$ cat config.mk
export PLATFORM = sky130hd
export DESIGN_NAME = anton_product_sched
export DESIGN_NICKNAME = d
export VERILOG_FILES = /design/src/rtl/anton_product_sched.sv
export SDC_FILE = /design/constraint.sdc
export NUM_CORES = 1
export LEC_CHECK = 0
export CORE_MARGIN = 1.5
export CORE_UTILIZATION = 40
export DETAILED_ROUTE_END_ITERATION = 8
export GPL_TIMING_DRIVEN = 1
export HOLD_SLACK_MARGIN = 0.08
export PLACE_DENSITY = 0.74
export SLEW_MARGIN = 10
export SYNTH_ARGS = -nofsm -noshare
export SYNTH_HDL_FRONTEND = slang
export SYNTH_SLANG_ARGS = --single-unit
$ cat constraint.sdc
create_clock -name clk -period 2 [get_ports clk]
set_clock_uncertainty 0.15 [all_clocks]
set_input_delay 0.2 -clock clk [delete_from_list [all_inputs] [get_ports clk]]
set_output_delay 0.2 -clock clk [all_outputs]
set_load 0.005 [all_outputs]
$ cat src/rtl/anton_product_sched.sv
// Arbitrates two requesters onto one shared nibble multiplier: loads A then B,
// strobes read, captures the 8-bit product and returns it with the requester id.
module anton_product_sched #(
  parameter bit ROUND_ROBIN = 1'b1
) (
  input  logic       clk,
  input  logic       reset,
  input  logic [1:0] req_valid,
  input  logic [7:0] req_a,
  input  logic [7:0] req_b,
  output logic [1:0] req_ready,
  output logic       resp_valid,
  input  logic       resp_ready,
  output logic       resp_id,
  output logic [7:0] resp_product,
  output logic       busy,
  output logic [7:0] done_count,
  output logic [3:0] mul_nibble,
  output logic       mul_read,
  input  logic [7:0] mul_result
);

  typedef enum logic [2:0] {
    IDLE   = 3'd0,
    LOAD_A = 3'd1,
    LOAD_B = 3'd2,
    READ   = 3'd3,
    CAPT   = 3'd4,
    RESP   = 3'd5
  } state_t;

  state_t     state, state_nxt;
  logic [3:0] op_a, op_b;
  logic       op_id;
  logic       last_grant;
  logic       grant;
  logic       accept;

  // Round-robin only matters on contention; otherwise requester 0 wins if valid.
  always_comb begin
    grant = ~req_valid[0];
    if (ROUND_ROBIN && (&req_valid)) grant = ~last_grant;
  end

  always_comb begin
    req_ready = 2'b00;
    if (state == IDLE && req_valid[grant]) req_ready[grant] = 1'b1;
  end

  assign accept = |req_ready;

  always_comb begin
    state_nxt  = state;
    mul_nibble = 4'd0;
    mul_read   = 1'b0;
    case (state)
      IDLE:    if (accept) state_nxt = LOAD_A;
      LOAD_A:  begin
        mul_nibble = op_a;
        state_nxt  = LOAD_B;
      end
      LOAD_B:  begin
        mul_nibble = op_b;
        state_nxt  = READ;
      end
      READ:    begin
        mul_read  = 1'b1;
        state_nxt = CAPT;
      end
      CAPT:    state_nxt = RESP;
      RESP:    if (resp_ready) state_nxt = IDLE;
      default: state_nxt = IDLE;
    endcase
  end

  always_ff @(posedge clk or posedge reset) begin
    if (reset) begin
      state        <= IDLE;
      op_a         <= 4'd0;
      op_b         <= 4'd0;
      op_id        <= 1'b0;
      last_grant   <= 1'b1;
      resp_valid   <= 1'b0;
      resp_product <= 8'd0;
      done_count   <= 8'd0;
    end else begin
      state <= state_nxt;
      if (state == IDLE && accept) begin
        op_a       <= grant ? req_a[7:4] : req_a[3:0];
        op_b       <= grant ? req_b[7:4] : req_b[3:0];
        op_id      <= grant;
        last_grant <= grant;
      end
      if (state == CAPT) begin
        resp_product <= mul_result;
        resp_valid   <= 1'b1;
      end
      if (state == RESP && resp_ready) begin
        resp_valid <= 1'b0;
        done_count <= done_count + 8'd1;
      end
    end
  end

  assign resp_id = op_id;
  assign busy    = (state != IDLE);

endmodule

# --- Yosys cells after proc, flatten, opt, wreduce, memory -nomap -nowiden ---
# Index checks and enable logic that the tools add are counted.
classes:
  n_addsub: 1
  n_bitwise: 2
  order_cmp: 2
  reduce_logical: 10
  eq_ne: 7
  n_mux: 15
op_table:
  columns: ["op", "count"]
  rows:
  - ["$pmux W3 S6", 1]
  - ["$add A8 B1 Y8 const B", 1]
  - ["$mux W4", 2]
  - ["$pmux W4 S2", 1]
  - ["$mux W1", 7]
  - ["$eq A3 B2 Y1 const B", 2]
  - ["$eq A3 B3 Y1 const B", 2]
  - ["$mux W3", 2]
  - ["$logic_and A1 B1 Y1", 4]
  - ["$ne A2 B2 Y1 const B", 2]
  - ["$reduce_and A2 Y1", 2]
  - ["$eq A3 B1 Y1 const B", 1]
  - ["$logic_not A3 Y1", 1]
  - ["$reduce_bool A3 Y1", 1]
  - ["$lt A1 B2 Y1 const B", 1]
  - ["$mux W2", 1]
  - ["$not A1 Y1", 2]
  - ["$reduce_bool A2 Y1", 1]
  - ["$reduce_or A2 Y1", 1]
  - ["$demux W1 S1", 1]
  - ["$ge A1 B1 Y1 const B", 1]
totals:
  ff_bits: 30
  in_bits: 29

# --- Longest topological paths before layout ---
# Gate-level depths: netlist of the first run.
depth:
  word_depth: 10
  depth_mapped: 5
  depth_no_buf: 4

# --- Worst setup path before layout of the first run ---
# No wires, ideal clock.
synth_path:
  path_kind: "register to register"
  startpoint: "register state[0]"
  endpoint: "register resp_product[0]"
  path_stages_with_launch: 4
  required_time_ns: 1.725
  path_buffers: 1
  slack_ns: 0.511
  arrival_time_ns: 1.214
  path_cell_list: "dfrtp_1 -> buf_4 -> nor3b_4 -> mux2_2"
synth_between:
  elab_chain_cells: 1
synth_rtl:
  columns: ["element", "line_no", "source"]
  rows:
  - ["from (decl)", "32", "state_t state, state_nxt;"]
  - ["from (signal assigned)", "87", "state <= state_nxt;"]
  - ["$eq A3 B3 Y1", "94", "if (state == CAPT) begin"]
  - ["to (signal assigned)", "95", "resp_product <= mul_result;"]
  - ["to (decl)", "15", "output logic [7:0] resp_product,"]
# No other way between the ends.
# A chain may end at the register's enable or synchronous reset.

# --- Final worst setup path of the first run ---
layout_path:
  startpoint: "register state[0]"
  endpoint: "output port mul_read"
layout_between:
  elab_chain_cells: 2
layout_rtl:
  columns: ["element", "line_no", "source"]
  rows:
  - ["$eq A3 B2 Y1", "56", "case (state)"]
  - ["$mux W1", "56", null]
  - ["to (decl)", "19", "output logic mul_read,"]
# No other way between the ends.

==> results.txt, run 1 <==
Outcome = complete, no violations
Worst-path clk slew = 0.10 ns
Vias in the first global route = 1342
Period utilisation layout = 0.976
Global-route wire length before repair = 5710 um
Initial Util = 0.419
Min setup slack post-route = 0.0487 ns
Startpoint Class = flip-flop
Max Fclk = 0.512 GHz
CTS Root Cell = clkbuf_4
Final nets = 231
Synth Register Bits = 30
Clock Sinks = 30
Final hold viol count = 0
Synth cell types = 28
Maximum clock path buffer count = 2
Critical R2R Capture = resp_id
Crit path DAT = 1.60 ns
Floorplan core area = 3360 um2
Row count = 21
CTS tree = yes
TritonCTS Buffers = 5
IO Port Bufs = 54
Power Density = 1290 nW/um2
CP startpoint = state[0]
DR iter-0 viols = 65
Max cap viols = 0
Boundary Pins = 55
Worst Setup End Kind = output port
Area grow syn2layout = 58.7%
Sequential share of the synthesized area = 0.534
Initial antenna violation count = 0
R2R depth = 9
Fin crit period = 1.95 ns
Power, Total = 2.89 mW
Pin count of the biggest net entering global routing = 21
Net Count, Synth = 156
Overflow after GRT = 0
Post-Syn Instances = 126
CP required = 1.65 ns
Die Ht = 62.3 um
Post-Syn Area = 1410 um2
Slew margin rel. = 0.694
Pre-Repair DR Iteration Count = 4
Worst skew pair latency = 0.32 ns
Slew of the pin with the lowest slew margin = 0.459 ns
Maximum VDD drop = 0.000661 V
Post-route ant nets = 0
DR vias = 1239
Final core utilization = 0.664
Die X = 62.3 um
Final slew viol count = 0
DRC = 0
R2r startpoint = state[0]
Final WL = 3360 um
Setup Viol. Count Final = 0
# H-tree levels = 2
Synth Warn # = 0
Fraction of layout cells with a size suffix above 1 = 0.238
R2R setup slack = 0.05 ns
Worst hold start = done_count[7]
Die area = 3880 um2
Hold Path Class = reg -> reg
RSZ-0062 raised after global routing = true
Dpl ws = 0.111 ns
Crit-path max FO = 7
Worst setup endpoint = mul_read
Post-DP HPWL = 2400 um
Synthesized area per cell = 11.2 um2
Vias per std cell = 5.00
Drt wl/cell = 13.6 um
CP Class = reg -> out
GRT Overall Usage = 0.187
Ant diodes = 0
Hold_ws = 0.331 ns
Static Leak = 0.998 nW
GP Congestion = 0.739
## through the flow
step	TNS [ns]	area [um2]	std cells
2_1_floorplan	0	1410	126
3_3_place_gp	0	2030	227
3_5_place_dp	0	2030	227
4_1_cts	0	2220	247
5_1_grt	-0.0371	2230	248
6_report	0	2230	248
## Yosys cell counts
master    instances  area, um2
dfrtp_1          29        726
buf_2             3       15.0
nand3b_1          1       7.51
a21oi_1           1       5.00
nand4_1           3       18.8
a22oi_1           5       37.5
o21a_1            3       22.5
mux2_2            8       90.1
nand2_1          16       60.1
o21ai_2           1       8.76
nor3_4            1       16.3
inv_2             1       3.75
nor3b_4           1       18.8
nand4b_1          1       8.76
and3_1            4       25.0
dfstp_2           1       26.3
clkbuf_1          1       3.75
nor2b_1           3       18.8
xnor2_1           7       61.3
ha_1              1       12.5
nor2_1           10       37.5
buf_4             2       15.0
a21o_1            2       15.0
buf_6             1       11.3
nor3_1            9       45.0
inv_1             2       7.51
and4b_1           1       10.0
a221o_1           8       80.1
## cells by family after synthesis
| kind of cell | synth area share |
|---|---|
| simple gates | 0.189 |
| fa+ha+maj | 0.00889 |
| xor+xnor | 0.0436 |
| compound gates | 0.120 |
| flops | 0.534 |
| buf+inv | 0.0400 |
| mux | 0.0640 |
## worst max-delay path, cell delays in order (launching register included)
cell and delay (ns):
dfrtp_2 0.42, buf_4 0.17, nand2_1 0.07, nor2_2 0.11
clkdlybuf4s50_1 0.51
## flip-flops by register name, summed over array words and instances (netlist names)
signal / count
state: 3
op_a: 4
resp_id: 1
resp_valid: 1
last_grant: 1
done_count: 8
resp_product: 8
op_b: 4
## cells in the final DEF, fill, tap and decap left out, drive strengths merged
cell type,Yosys,final
nor3,10,10
dlygate4sd2,0,5
nor2b,3,3
dfstp,1,1
inv,3,3
nor2,10,10
a21o,2,2
mux2,8,8
clkbuf,1,9
nand3b,1,1
and3,4,4
nand4,3,3
clkdlybuf4s15,0,1
clkdlybuf4s50,0,47
nor3b,1,1
and4b,1,1
nand2,16,16
dfrtp,29,29
o21ai,1,1
dlygate4sd3,0,1
o21a,3,3
xnor2,7,7
a22oi,5,5
a221o,8,8
buf,6,20
nand4b,1,1
a21oi,1,1
ha,1,1
## how the worst min path moves through the flow
stage                      end  depth (start not counted)
2_1_floorplan    done_count[0]                          1
3_3_place_gp     done_count[7]                          1
3_5_place_dp        resp_valid                          1
4_1_cts        resp_product[4]                          2
5_1_grt        resp_product[4]                          2
6_report         done_count[7]                          1
## what timing repair did
action,CTS,global route
endpoints found under the hold margin,9,0
hold buffers,1,0
setup endpoints to repair,8,4
resized for setup,16,4
setup buffers,11,2
pin swaps,3,3
## cell type report
type                       count  area, um2
tap                           46       57.6
sequential                    30        754
clock buffer                   8       78.8
inverter                       3       11.3
fill                         281       1130
timing repair buffer          75        709
multi-input combinational     86        622
## layer usage
metal  track usage  wire length, um  up-vias
met5             0                0        -
li1              -                -      601
met2         0.353             1760       48
met1         0.199             1400      587
met3        0.0489              189        3
met4        0.0667               21        0
## power breakdown
group	switching, mW	internal (mW)
Combinational	0.526	0.876
Clock	0.196	0.240
Sequential	0.188	0.865
Total	0.909	1.98
(Power assumes the default switching activity.)
==> inputs of run 2 (changes only) <==
==> constraint.sdc (replaced) <==
create_clock -name clk -period 2 [get_ports clk]
set_clock_uncertainty 0.15 [all_clocks]
set_input_delay 0.4 -clock clk [delete_from_list [all_inputs] [get_ports clk]]
set_output_delay 0.4 -clock clk [all_outputs]
set_load 0.005 [all_outputs]
==> run 2 against run 1 <==
The run now ends with negative setup slack left. Highest routed layer unchanged. Fmax down 4.4%. Critical endpoint is now req_ready[1]. Final area down 1.3%. Die area unchanged. First-iteration DRC count down 60%. Sequential power about the same. Core utilization down 0.89 points. Non-clock buffer count unchanged. Largest cell class unchanged. Sequential share of layout area up 0.46 points. Critical path depth up 1. Via count up 1.6%.
==> results.txt, run 2 (synthesis results as in run 1) <==
Fraction of layout cells with a size suffix above 1 = 0.269
Die X = 62.3 um
Initial Util = 0.419
Final Cell Area = 2200 um2
Final WL = 3260 um
Floorplan core area = 3360 um2
Boundary Pins = 55
DR iter-0 viols = 26
Drt wl/cell = 13.2 um
Global-route wire length before repair = 5670 um
Maximum VDD drop = 0.000695 V
Row count = 21
# H-tree levels = 2
Placed inst area = 2050 um2
Vias in the first global route = 1298
DRC = 0
CTS Root Cell = clkbuf_4
Commonest non-fill, non-tap cell in the layout = clkdlybuf4s50_1
Post-route ant nets = 0
Final core utilization = 0.655
Fin crit period = 2.04 ns
Initial antenna violation count = 0
CTS Hold Bufs = 0
Period utilisation layout = 1.02
Power Density = 1300 nW/um2
RSZ-0062 raised after global routing = true
Setup Viol. Count Final = 2
Min setup slack post-route = -0.0403 ns
GRT Overall Usage = 0.187
Hold_ws = 0.204 ns
CP required = 1.45 ns
DR vias = 1259
TritonCTS Buffers = 5
Vias per std cell = 5.10
Die Ht = 62.3 um
Post-DP HPWL = 2460 um
Power, Total = 2.86 mW
Area grow syn2layout = 56.5%
Hold Path Class = in -> async
Largest registers = done_count (8), resp_product (8)
Crit path DAT = 1.49 ns
Worst Setup End Kind = output port
Worst-path clk slew = 0.08 ns
GP Congestion = 0.754
CP Class = reg -> out
Static Leak = 0.979 nW
Max cap viols = 0
Die area = 3880 um2
Most frequent cells in the layout = clkdlybuf4s50_1 (45), dfrtp_1 (27), nand2_1 (16)
Final slew viol count = 0
Final nets = 231
Ant diodes = 0
Clock Sinks = 30
Startpoint Class = flip-flop
Maximum clock path buffer count = 2
Slew of the pin with the lowest slew margin = 0.466 ns
Max Fclk = 0.490 GHz
Dpl ws = -0.318 ns
Crit-path max FO = 3
Outcome = finished with violations
IO Port Bufs = 54
CTS tree = yes
Pin count of the biggest net entering global routing = 23
Slew margin rel. = 0.689
Final hold viol count = 0
Worst skew pair latency = 0.32 ns
Pre-Repair DR Iteration Count = 4
Failing checks = negative setup slack
Overflow after GRT = 0
==> run 2: layer usage <==
| metal | GRT usage | wire length, um | vias to the layer above |
|---|---|---|---|
| met4 | 0.0639 | 55 | 0 |
| met5 | 0 | 0 | - |
| met1 | 0.205 | 1290 | 603 |
| li1 | - | - | 597 |
| met3 | 0.0743 | 243 | 8 |
| met2 | 0.330 | 1670 | 51 |
==> run 2: where the power goes <==
group,internal (mW),switching [mW]
Sequential,0.866,0.194
Clock,0.132,0.178
Combinational,0.940,0.549
==> run 2: cell type report <==
type / instances / area, um2
fill: 284 / 1160
sequential: 30 / 754
timing repair buffer: 75 / 703
multi-input combinational: 86 / 632
tap: 46 / 57.6
clock buffer: 7 / 45.0
inverter: 3 / 11.3
==> run 2: worst paths after layout <==
kind | end | start | slack, ns | cells after the start
min reg2reg | done_count[7] | done_count[7] | 0.32 | 1
max reg2reg | op_a[0] | state[0] | 0.28 | 6
max in group asynchronous | last_grant | reset | 0.99 | 3
min in group clk | done_count[7] | done_count[7] | 0.32 | 1
max | req_ready[1] | state[0] | -0.04 | 5
min | resp_product[6] | reset | 0.20 | 2
==> run 2: worst max-delay path: stages (launching register included) <==
cell and delay (ns):
dfrtp_2 0.45, nor3_4 0.22, buf_6 0.13, buf_6 0.08
and3_4 0.19, buf_6 0.09
==> run 2: timing repair <==
| action | 4_1_cts | 5_1_grt |
|---|---|---|
| endpoints found under the setup margin | 8 | 7 |
| setup buffers | 7 | 4 |
| pin swaps | 4 | 3 |
| gates resized for setup | 33 | 12 |
==> run 2: through the flow <==
stage | setup TNS (ns) | std cells
after floorplan | 0 | 126
after global placement | -0.524 | 229
after detailed placement | -0.886 | 229
after CTS | -0.440 | 243
after global routing | -0.439 | 247
final | -0.0658 | 247
